**config.mk**
```make
export PLATFORM = sky130hd
export DESIGN_NAME = mem_responder_flat
export DESIGN_NICKNAME = d
export VERILOG_FILES = /design/src/rtl/mem_responder_if.sv /design/src/rtl/mem_responder.sv /design/src/flat_wrapper.sv
export SDC_FILE = /design/constraint.sdc
export NUM_CORES = 1
export LEC_CHECK = 0
export BUFFER_PORTS_ARGS = -buffer_cell sky130_fd_sc_hd__buf_2
export CORE_ASPECT_RATIO = 1.75
export CORE_MARGIN = 4
export CORE_UTILIZATION = 47
export DETAILED_ROUTE_END_ITERATION = 16
export MAX_ROUTING_LAYER = met4
export PLACE_DENSITY = 0.8
export SYNTH_ARGS = -nofsm -noshare
export SYNTH_HDL_FRONTEND = slang
export SYNTH_SLANG_ARGS = --single-unit
```
**constraint.sdc**
```tcl
create_clock -name clk -period 1.7 [get_ports clk]
set_input_delay 0.085 -clock clk [delete_from_list [all_inputs] [get_ports clk]]
set_output_delay 0.085 -clock clk [all_outputs]
set_load 0.1 [all_outputs]
```
**src/rtl/mem_responder_if.sv**
```systemverilog
// mem_responder_if: core fetch/data ports plus external memory bus of the responder
interface mem_responder_if #(
    parameter int AW = 32,
    parameter int DW = 32
);
    logic              i_req;
    logic [AW-1:0]     i_addr;
    logic              i_kill;
    logic [DW-1:0]     i_rdata;
    logic              i_valid;
    logic              d_req;
    logic              d_we;
    logic [AW-1:0]     d_addr;
    logic [DW-1:0]     d_wdata;
    logic [DW/8-1:0]   d_wstrb;
    logic [DW-1:0]     d_rdata;
    logic              d_valid;
    logic              d_ready;
    logic              mem_req;
    logic              mem_we;
    logic [AW-1:0]     mem_addr;
    logic [DW-1:0]     mem_wdata;
    logic [DW/8-1:0]   mem_wstrb;
    logic [DW-1:0]     mem_rdata;
    logic              mem_ack;
    logic              bus_err;

    modport slave (
        input  i_req, i_addr, i_kill, d_req, d_we, d_addr, d_wdata, d_wstrb, mem_rdata, mem_ack,
        output i_rdata, i_valid, d_rdata, d_valid, d_ready,
               mem_req, mem_we, mem_addr, mem_wdata, mem_wstrb, bus_err
    );

    modport master (
        output i_req, i_addr, i_kill, d_req, d_we, d_addr, d_wdata, d_wstrb, mem_rdata, mem_ack,
        input  i_rdata, i_valid, d_rdata, d_valid, d_ready,
               mem_req, mem_we, mem_addr, mem_wdata, mem_wstrb, bus_err
    );
endinterface

```
**src/rtl/mem_responder.sv**
```systemverilog
// mem_responder: arbitrates fetch and data ports onto one req/ack memory bus, data first
module mem_responder #(
    parameter int AW      = 32,
    parameter int DW      = 32,
    parameter int TIMEOUT = 16
) (
    input  logic           clk,
    input  logic           rst_n,
    mem_responder_if.slave bus
);
    localparam int CW = $clog2(TIMEOUT);

    typedef enum logic [1:0] {IDLE, DBUS, IBUS, RESP} state_t;

    state_t            state_q, state_d;
    logic [CW-1:0]     cnt_q, cnt_d;
    logic              kill_q, kill_d;
    logic              mem_req_q, mem_req_d;
    logic              mem_we_q, mem_we_d;
    logic [AW-1:0]     mem_addr_q, mem_addr_d;
    logic [DW-1:0]     mem_wdata_q, mem_wdata_d;
    logic [DW/8-1:0]   mem_wstrb_q, mem_wstrb_d;
    logic [DW-1:0]     i_rdata_q, i_rdata_d;
    logic              i_valid_q, i_valid_d;
    logic [DW-1:0]     d_rdata_q, d_rdata_d;
    logic              d_valid_q, d_valid_d;
    logic              bus_err_q, bus_err_d;
    logic              done, killed;

    assign done   = bus.mem_ack || cnt_q == CW'(TIMEOUT - 1);
    assign killed = kill_q || bus.i_kill;

    // Next-state: latch requests in IDLE, wait for ack or timeout, strobe results in RESP
    always_comb begin
        state_d     = state_q;
        cnt_d       = cnt_q;
        kill_d      = kill_q;
        mem_req_d   = mem_req_q;
        mem_we_d    = mem_we_q;
        mem_addr_d  = mem_addr_q;
        mem_wdata_d = mem_wdata_q;
        mem_wstrb_d = mem_wstrb_q;
        i_rdata_d   = i_rdata_q;
        d_rdata_d   = d_rdata_q;
        i_valid_d   = 1'b0;
        d_valid_d   = 1'b0;
        bus_err_d   = 1'b0;
        case (state_q)
            IDLE: begin
                if (bus.d_req) begin
                    state_d     = DBUS;
                    cnt_d       = '0;
                    kill_d      = 1'b0;
                    mem_req_d   = 1'b1;
                    mem_we_d    = bus.d_we;
                    mem_addr_d  = bus.d_addr;
                    mem_wdata_d = bus.d_wdata;
                    mem_wstrb_d = bus.d_wstrb;
                end else if (bus.i_req) begin
                    state_d     = IBUS;
                    cnt_d       = '0;
                    kill_d      = bus.i_kill;
                    mem_req_d   = 1'b1;
                    mem_we_d    = 1'b0;
                    mem_addr_d  = bus.i_addr;
                    mem_wdata_d = '0;
                    mem_wstrb_d = '0;
                end
            end
            DBUS: begin
                if (done) begin
                    state_d   = RESP;
                    mem_req_d = 1'b0;
                    mem_we_d  = 1'b0;
                    d_valid_d = 1'b1;
                    bus_err_d = ~bus.mem_ack;
                    d_rdata_d = bus.mem_ack ? bus.mem_rdata : '0;
                end else begin
                    cnt_d = (&cnt_q) ? cnt_q : cnt_q + CW'(1);
                end
            end
            IBUS: begin
                kill_d = killed;
                if (done) begin
                    state_d   = RESP;
                    mem_req_d = 1'b0;
                    mem_we_d  = 1'b0;
                    i_valid_d = ~killed;
                    bus_err_d = ~bus.mem_ack & ~killed;
                    i_rdata_d = killed ? i_rdata_q : (bus.mem_ack ? bus.mem_rdata : '0);
                end else begin
                    cnt_d = (&cnt_q) ? cnt_q : cnt_q + CW'(1);
                end
            end
            RESP: begin
                state_d = IDLE;
                kill_d  = 1'b0;
            end
        endcase
    end

    // State and registered outputs; async reset abandons any transaction in flight
    always_ff @(posedge clk or negedge rst_n) begin
        if (!rst_n) begin
            state_q     <= IDLE;
            cnt_q       <= '0;
            kill_q      <= 1'b0;
            mem_req_q   <= 1'b0;
            mem_we_q    <= 1'b0;
            mem_addr_q  <= '0;
            mem_wdata_q <= '0;
            mem_wstrb_q <= '0;
            i_rdata_q   <= '0;
            i_valid_q   <= 1'b0;
            d_rdata_q   <= '0;
            d_valid_q   <= 1'b0;
            bus_err_q   <= 1'b0;
        end else begin
            state_q     <= state_d;
            cnt_q       <= cnt_d;
            kill_q      <= kill_d;
            mem_req_q   <= mem_req_d;
            mem_we_q    <= mem_we_d;
            mem_addr_q  <= mem_addr_d;
            mem_wdata_q <= mem_wdata_d;
            mem_wstrb_q <= mem_wstrb_d;
            i_rdata_q   <= i_rdata_d;
            i_valid_q   <= i_valid_d;
            d_rdata_q   <= d_rdata_d;
            d_valid_q   <= d_valid_d;
            bus_err_q   <= bus_err_d;
        end
    end

    assign bus.mem_req   = mem_req_q;
    assign bus.mem_we    = mem_we_q;
    assign bus.mem_addr  = mem_addr_q;
    assign bus.mem_wdata = mem_wdata_q;
    assign bus.mem_wstrb = mem_wstrb_q;
    assign bus.i_rdata   = i_rdata_q;
    assign bus.i_valid   = i_valid_q;
    assign bus.d_rdata   = d_rdata_q;
    assign bus.d_valid   = d_valid_q;
    assign bus.bus_err   = bus_err_q;
    assign bus.d_ready   = ~bus.d_req | d_valid_q;
endmodule

```
**src/flat_wrapper.sv**
```systemverilog
// flat-port wrapper written by rule: the top's interface ports become plain ports
module mem_responder_flat 
#(
    parameter int AW      = 32,
    parameter int DW      = 32,
    parameter int TIMEOUT = 16
)
  (clk, rst_n, bus_i_req, bus_i_addr, bus_i_kill, bus_d_req, bus_d_we, bus_d_addr, bus_d_wdata, bus_d_wstrb, bus_mem_rdata, bus_mem_ack, bus_i_rdata, bus_i_valid, bus_d_rdata, bus_d_valid, bus_d_ready, bus_mem_req, bus_mem_we, bus_mem_addr, bus_mem_wdata, bus_mem_wstrb, bus_bus_err);
  mem_responder_if #(.AW(AW), .DW(DW)) bus_i ();
  input  logic clk;
  input  logic rst_n;
  input wire logic [$bits(bus_i.i_req)-1:0] bus_i_req;
  input wire logic [$bits(bus_i.i_addr)-1:0] bus_i_addr;
  input wire logic [$bits(bus_i.i_kill)-1:0] bus_i_kill;
  input wire logic [$bits(bus_i.d_req)-1:0] bus_d_req;
  input wire logic [$bits(bus_i.d_we)-1:0] bus_d_we;
  input wire logic [$bits(bus_i.d_addr)-1:0] bus_d_addr;
  input wire logic [$bits(bus_i.d_wdata)-1:0] bus_d_wdata;
  input wire logic [$bits(bus_i.d_wstrb)-1:0] bus_d_wstrb;
  input wire logic [$bits(bus_i.mem_rdata)-1:0] bus_mem_rdata;
  input wire logic [$bits(bus_i.mem_ack)-1:0] bus_mem_ack;
  output wire logic [$bits(bus_i.i_rdata)-1:0] bus_i_rdata;
  output wire logic [$bits(bus_i.i_valid)-1:0] bus_i_valid;
  output wire logic [$bits(bus_i.d_rdata)-1:0] bus_d_rdata;
  output wire logic [$bits(bus_i.d_valid)-1:0] bus_d_valid;
  output wire logic [$bits(bus_i.d_ready)-1:0] bus_d_ready;
  output wire logic [$bits(bus_i.mem_req)-1:0] bus_mem_req;
  output wire logic [$bits(bus_i.mem_we)-1:0] bus_mem_we;
  output wire logic [$bits(bus_i.mem_addr)-1:0] bus_mem_addr;
  output wire logic [$bits(bus_i.mem_wdata)-1:0] bus_mem_wdata;
  output wire logic [$bits(bus_i.mem_wstrb)-1:0] bus_mem_wstrb;
  output wire logic [$bits(bus_i.bus_err)-1:0] bus_bus_err;
  assign bus_i.i_req = bus_i_req;
  assign bus_i.i_addr = bus_i_addr;
  assign bus_i.i_kill = bus_i_kill;
  assign bus_i.d_req = bus_d_req;
  assign bus_i.d_we = bus_d_we;
  assign bus_i.d_addr = bus_d_addr;
  assign bus_i.d_wdata = bus_d_wdata;
  assign bus_i.d_wstrb = bus_d_wstrb;
  assign bus_i.mem_rdata = bus_mem_rdata;
  assign bus_i.mem_ack = bus_mem_ack;
  assign bus_i_rdata = bus_i.i_rdata;
  assign bus_i_valid = bus_i.i_valid;
  assign bus_d_rdata = bus_i.d_rdata;
  assign bus_d_valid = bus_i.d_valid;
  assign bus_d_ready = bus_i.d_ready;
  assign bus_mem_req = bus_i.mem_req;
  assign bus_mem_we = bus_i.mem_we;
  assign bus_mem_addr = bus_i.mem_addr;
  assign bus_mem_wdata = bus_i.mem_wdata;
  assign bus_mem_wstrb = bus_i.mem_wstrb;
  assign bus_bus_err = bus_i.bus_err;
  mem_responder #(.AW(AW), .DW(DW), .TIMEOUT(TIMEOUT)) u_core (.clk(clk), .rst_n(rst_n), .bus(bus_i));
endmodule
```
* Word-level counts from Yosys, hierarchy flattened *
Cells that the tools add are included.
W data, S select, Z words.

cells by class
  add/subtract/negate cells = 1
  eq/ne operators = 8
  multiplexer cells = 32
  bitwise logic cells = 5
  reductions and logical operators = 15

operators with widths
  kind                   count
  $mux W32               5
  $mux W4                5
  $mux W1                13
  $pmux W4 S2            1
  $reduce_and A2 Y1      4
  $reduce_and A4 Y1      2
  $mux W2                3
  $pmux W1 S2            3
  $pmux W2 S3            1
  $reduce_and A3 Y1      2
  $add A4 B1 Y4 const B  1
  $eq A2 B2 Y1 const B   2
  $eq A4 B4 Y1 const B   1
  $ne A2 B2 Y1 const B   2
  $reduce_bool A2 Y1     2
  $ne A3 B3 Y1 const B   1
  $not A1 Y1             3
  $pmux W1 S3            1
  $reduce_bool A3 Y1     1
  $eq A2 B1 Y1 const B   1
  $logic_not A2 Y1       1
  $logic_or A1 B1 Y1     2
  $ne A2 B1 Y1 const B   1
  $reduce_or A2 Y1       1
  2 further kinds        2

word-level totals
  flip-flop bits (word level) = 144
  input port bits = 139
  output and inout bits = 138
  word-level logic and storage cells = 74

* Longest topological paths before layout *
  depth in word-level cells = 5
  depth in mapped cells = 6
  gate-level depth less buffers = 6

* Worst setup path after synthesis *
OpenSTA, ideal clock, no wires.

  path kind = register to output
  start point = register u_core.d_valid_q (netlist: u_core.bus.d_valid)
  end point = output bus_d_ready
  arrival time = 1.765 ns
  required time = 1.615 ns
  setup slack = -0.150 ns
  stages on the path, launching flop included = 2
  buffers on the path = 0
  path through = dfrtp_1 > nand2b_1

on the way
  longest elaborated chain between the ends = 1

ends and longest elaborated chain
  element                 line                  source
  from (decl)             mem_responder.sv:26   logic d_valid_q, d_valid_d;
  from (signal assigned)  mem_responder.sv:130  d_valid_q <= d_valid_d;
  $or A1 B1 Y1            mem_responder.sv:145  assign bus.d_ready = ~bus.d_req | d_valid_q;
  to (decl)               flat_wrapper.sv:26    output wire logic [$bits(bus_i.d_ready)-1:0] bus_d_ready;

No other way between the ends.

* Worst setup path in the final report *
  start point = register u_core.state_q[0]
  end point = register u_core.kill_q

on the way
  longest elaborated chain between the ends = 3
  elaborated cells between the ends (all ways) = 7
  classes of those cells = eq/ne: 3; mux: 1; reduce/logical: 3

ends and longest elaborated chain
  element                                                              line                  source
  from (decl)                                                          mem_responder.sv:15   state_t state_q, state_d;
  from (signal assigned)                                               mem_responder.sv:119  state_q <= state_d;
  $eq A2 B2 Y1 / $logic_not A2 Y1 (equally long branches)              mem_responder.sv:48   case (state_q)
  $reduce_bool A3 Y1 (no line) / $ne A3 B3 Y1 (equally long branches)  --
  $reduce_and A2 Y1 (no line)                                          --
  to (signal assigned)                                                 mem_responder.sv:121  kill_q <= kill_d;
  to (decl)                                                            mem_responder.sv:17   logic kill_q, kill_d;

Parallel ways exist; a longest one is shown, timed or not.
A chain may end at the register's enable or synchronous reset.

==> metrics.txt <==
Slowest-stage cell, CP dfrtp_1; syn nets 655; Final ANT Viol Nets 0; crit path max fanout 5; Seq/Total Area, Yosys 61.02%; Worst EP arrival 1.92 ns; endpoints failing setup 0; CTS buffer count 17; Chip Width 92.74 um; Min-Delay Endpoint u_core.bus.mem_addr[30]$_DFFE_PN0P_; worst skew pair latency roughly 0.41 ns; Die ar. 0.01449 mm2; Min-Delay Path Depth 3; largest net degree at the start of global routing 55; most frequent cell after synthesis dfrtp_1; share of cells above drive strength 1 36.54%; Fmax 628.2 MHz; worst reg2reg path depth 6; crit path cell chain inv_1 -> ha_2 -> nor3b_4 -> buf_4 -> or3b_1 -> a21oi_1; Post-Syn Instances 509; Avg Vias per Cell approximately 5.5; number of global-route vias before repair between 6000 and 7000; run status complete, no violations; Hold Startpoint bus_i_addr[30]; Post-Layout Inst Area 0.009288 mm2; Synth area leaders dfrtp_1, a22o_1, nand2_1; Hold Crit Class primary input to flip-flop; XOR/XNOR share of the synthesized area 0%; All-Layer GR Usage a little under a third; Layout area overhead 57.27%; DP Cell Count approximately 930; #FFs+latches synth 144; Initial DRT Pass Iterations 5; CP delay by family, top simple AND/OR/NAND/NOR gates; CORE AREA 0.01214 mm2; Critical Path Sink Type flip-flop; Yosys top cell area share 61.02%; grt ovf 0; register-to-register setup slack 0.11 ns; Simple-Gate Fraction of Synth Area 10.02%; Clock Skews between 0.01 and 0.015 ns; worst slew pin tran between 0.5 and 0.6 ns; max-slew violation count 0; Non-Filler Instances 1079; CTS H-tree lvls 4; Synth Area in Adders 1.483%; Buffers on Ports 276; DRC 0; first-pass GRT wire length 32930 um; Fin. Hold Viols 0; Synth Cell Area 0.005906 mm2; Buf/Inv on CP 2; Max Cap Viol 0; Worst-path clk slew around 0.060 ns; clock tree sinks approximately 140; dpl hpwl 12580 um; Hold WS 0.02019 ns; biggest area consumer among synthesized cells dfrtp_1; Netlist cell types 37; starting DRC count in detailed routing 308; compound-gate portion of the synthesized area 18.26%; CP Depth 6; nets 1047; number of flops mapped to enable cells by yosys 0; GPL Wtd Cong 0.8267; Worst EP required 2.03 ns; yosys warns 0; Crit Reg-Reg Endpoint u_core.kill_q$_DFFE_PN0P_; I/O Pins 277; Crit Path Class flip-flop to flip-flop; combinational family with the most area after synthesis compound AO/OA/AOI/OAI gates; Worst path max stage delay 0.40 ns; antenna diode instance count 0; Tcrit/Tclk final 93.63%; initial antenna violation count 0; mux share of post-synthesis cell area approximately 5.4%; Die Y between 150 and 200 um; clock buffer depth 2; Commonest cells post-synth dfrtp_1, nand2_1, o21ai_0, a22o_1, mux2i_1; Async SR Flop Fraction 100.0%; Post-synth top flop dfrtp_1; WL final 21020 um; Mapped Avg Cell Area between 10 and 15 um2; Reg-to-Reg Start u_core.state_q[0]$_DFFE_PN0P_; Root Buffer clkbuf_16; Startpoint Class flip-flop; Rows between 50 and 60; routed len/inst 19.48 um; DR vias 5886; Max transition margin 64.28%; CTS tree built; starting density of the core between 40% and 50%; Period minus WS final 1.592 ns; Placed Instance Area 0.007515 mm2; Fillers 711
sequential cells by signal, indices dropped and copies added (netlist names):
| name | cells |
|---|---|
| u_core.bus.i_valid | 1 |
| u_core.bus.mem_wstrb | 4 |
| u_core.bus.mem_wdata | 32 |
| u_core.bus.d_valid | 1 |
| u_core.bus.d_rdata | 32 |
| u_core.bus.mem_addr | 32 |
| u_core.cnt_q | 4 |
| u_core.bus.i_rdata | 32 |
| u_core.kill_q | 1 |
| u_core.bus.mem_req | 1 |
| u_core.bus.bus_err | 1 |
| u_core.bus.mem_we | 1 |
| u_core.state_q | 2 |
placed cells by master, fill, tap and decap left out, types with 2 or more instances in the layout:
| cell type | netlist | layout |
|---|---|---|
| buf_6 | 2 | 2 |
| a22o_1 | 46 | 46 |
| a2bb2oi_1 | 2 | 2 |
| bufinv_16 | 0 | 2 |
| buf_4 | 4 | 12 |
| dlygate4sd3_1 | 0 | 117 |
| ha_2 | 0 | 2 |
| a31oi_1 | 2 | 2 |
| nand2_1 | 101 | 101 |
| mux2i_1 | 32 | 32 |
| nor2b_1 | 2 | 2 |
| nand3_1 | 5 | 5 |
| a32o_1 | 23 | 23 |
| clkbuf_1 | 10 | 2 |
| clkbuf_16 | 0 | 17 |
| and3_1 | 2 | 2 |
| o31ai_1 | 2 | 2 |
| nand4_1 | 2 | 2 |
| inv_1 | 5 | 5 |
| dfrtp_1 | 144 | 144 |
| nor2_1 | 5 | 5 |
| o21ai_1 | 14 | 15 |
| ha_1 | 7 | 5 |
| a21oi_1 | 2 | 2 |
| clkinvlp_4 | 0 | 5 |
| inv_6 | 0 | 5 |
| and2_1 | 2 | 2 |
| buf_12 | 0 | 6 |
| buf_2 | 23 | 275 |
| o21ai_0 | 55 | 54 |
| nor3_1 | 2 | 2 |
| nand2b_1 | 3 | 2 |
worst max-delay path by stage:
stage / start / end / slack [ns]
2_1_floorplan: u_core.bus.d_valid$_DFF_PN0_ / bus_d_ready / 0.11
3_5_place_dp: u_core.state_q[0]$_DFFE_PN0P_ / u_core.cnt_q[2]$_DFFE_PN0P_ / 0.03
6_report: u_core.state_q[0]$_DFFE_PN0P_ / u_core.kill_q$_DFFE_PN0P_ / 0.11
5_1_grt: u_core.state_q[0]$_DFFE_PN0P_ / u_core.bus.i_rdata[8]$_DFFE_PN0P_ / -0.002
4_1_cts: u_core.state_q[0]$_DFFE_PN0P_ / u_core.cnt_q[2]$_DFFE_PN0P_ / 0.02
3_3_place_gp: u_core.state_q[0]$_DFFE_PN0P_ / u_core.cnt_q[2]$_DFFE_PN0P_ / 0.12
worst min-delay path: stages:
cell and delay, ns:
buf_2 0.08, mux2i_1 0.08, o21ai_0 0.14
metrics by stage:
stage	worst slack, ns	utilization (%)	TNS [ns]
detailed placement	0.03004	61.92	0
global placement	0.1171	61.92	0
floorplan	0.1115	-	0
finish	0.1083	76.53	0
global route	-0.002276	76.53	-0.002276
CTS	0.02196	76.40	0
final cells by class:
cell class	instances	area, um2	share of cell area, %
timing repair buffer	412	2780	29.93
tap	165	206.4	2.223
multi-input combinational	321	2093	22.54
inverter	5	18.77	0.2021
sequential	144	3603	38.80
clock buffer	19	432.9	4.661
clock inverter	13	152.6	1.644
cell families (layout without fill, tap and decap cells):
family | after synthesis | after routing
AO/OA/AOI/OAI | 150 | 150
multiplexers | 32 | 32
flip-flops | 144 | 144
AND/OR/NAND/NOR | 132 | 132
adder cells (fa/ha/maj) | 7 | 7
buffers and inverters | 44 | 449
routing by layer:
layer	part of all wire [%]	track usage, %
met1	37	34.97
met2	51	50.21
met3	7.8	6.109
met4	4.1	14.61
met5	0	-
what timing repair did:
item	CTS	global route
endpoints found under the hold margin	173	0
endpoints found under the setup margin	0	32
setup buffers	0	1
gates resized for setup	0	4
hold buffers	117	0
Power is not shown: default switching activity piles up to over one toggle a cycle in this logic, so the estimate is an artifact.
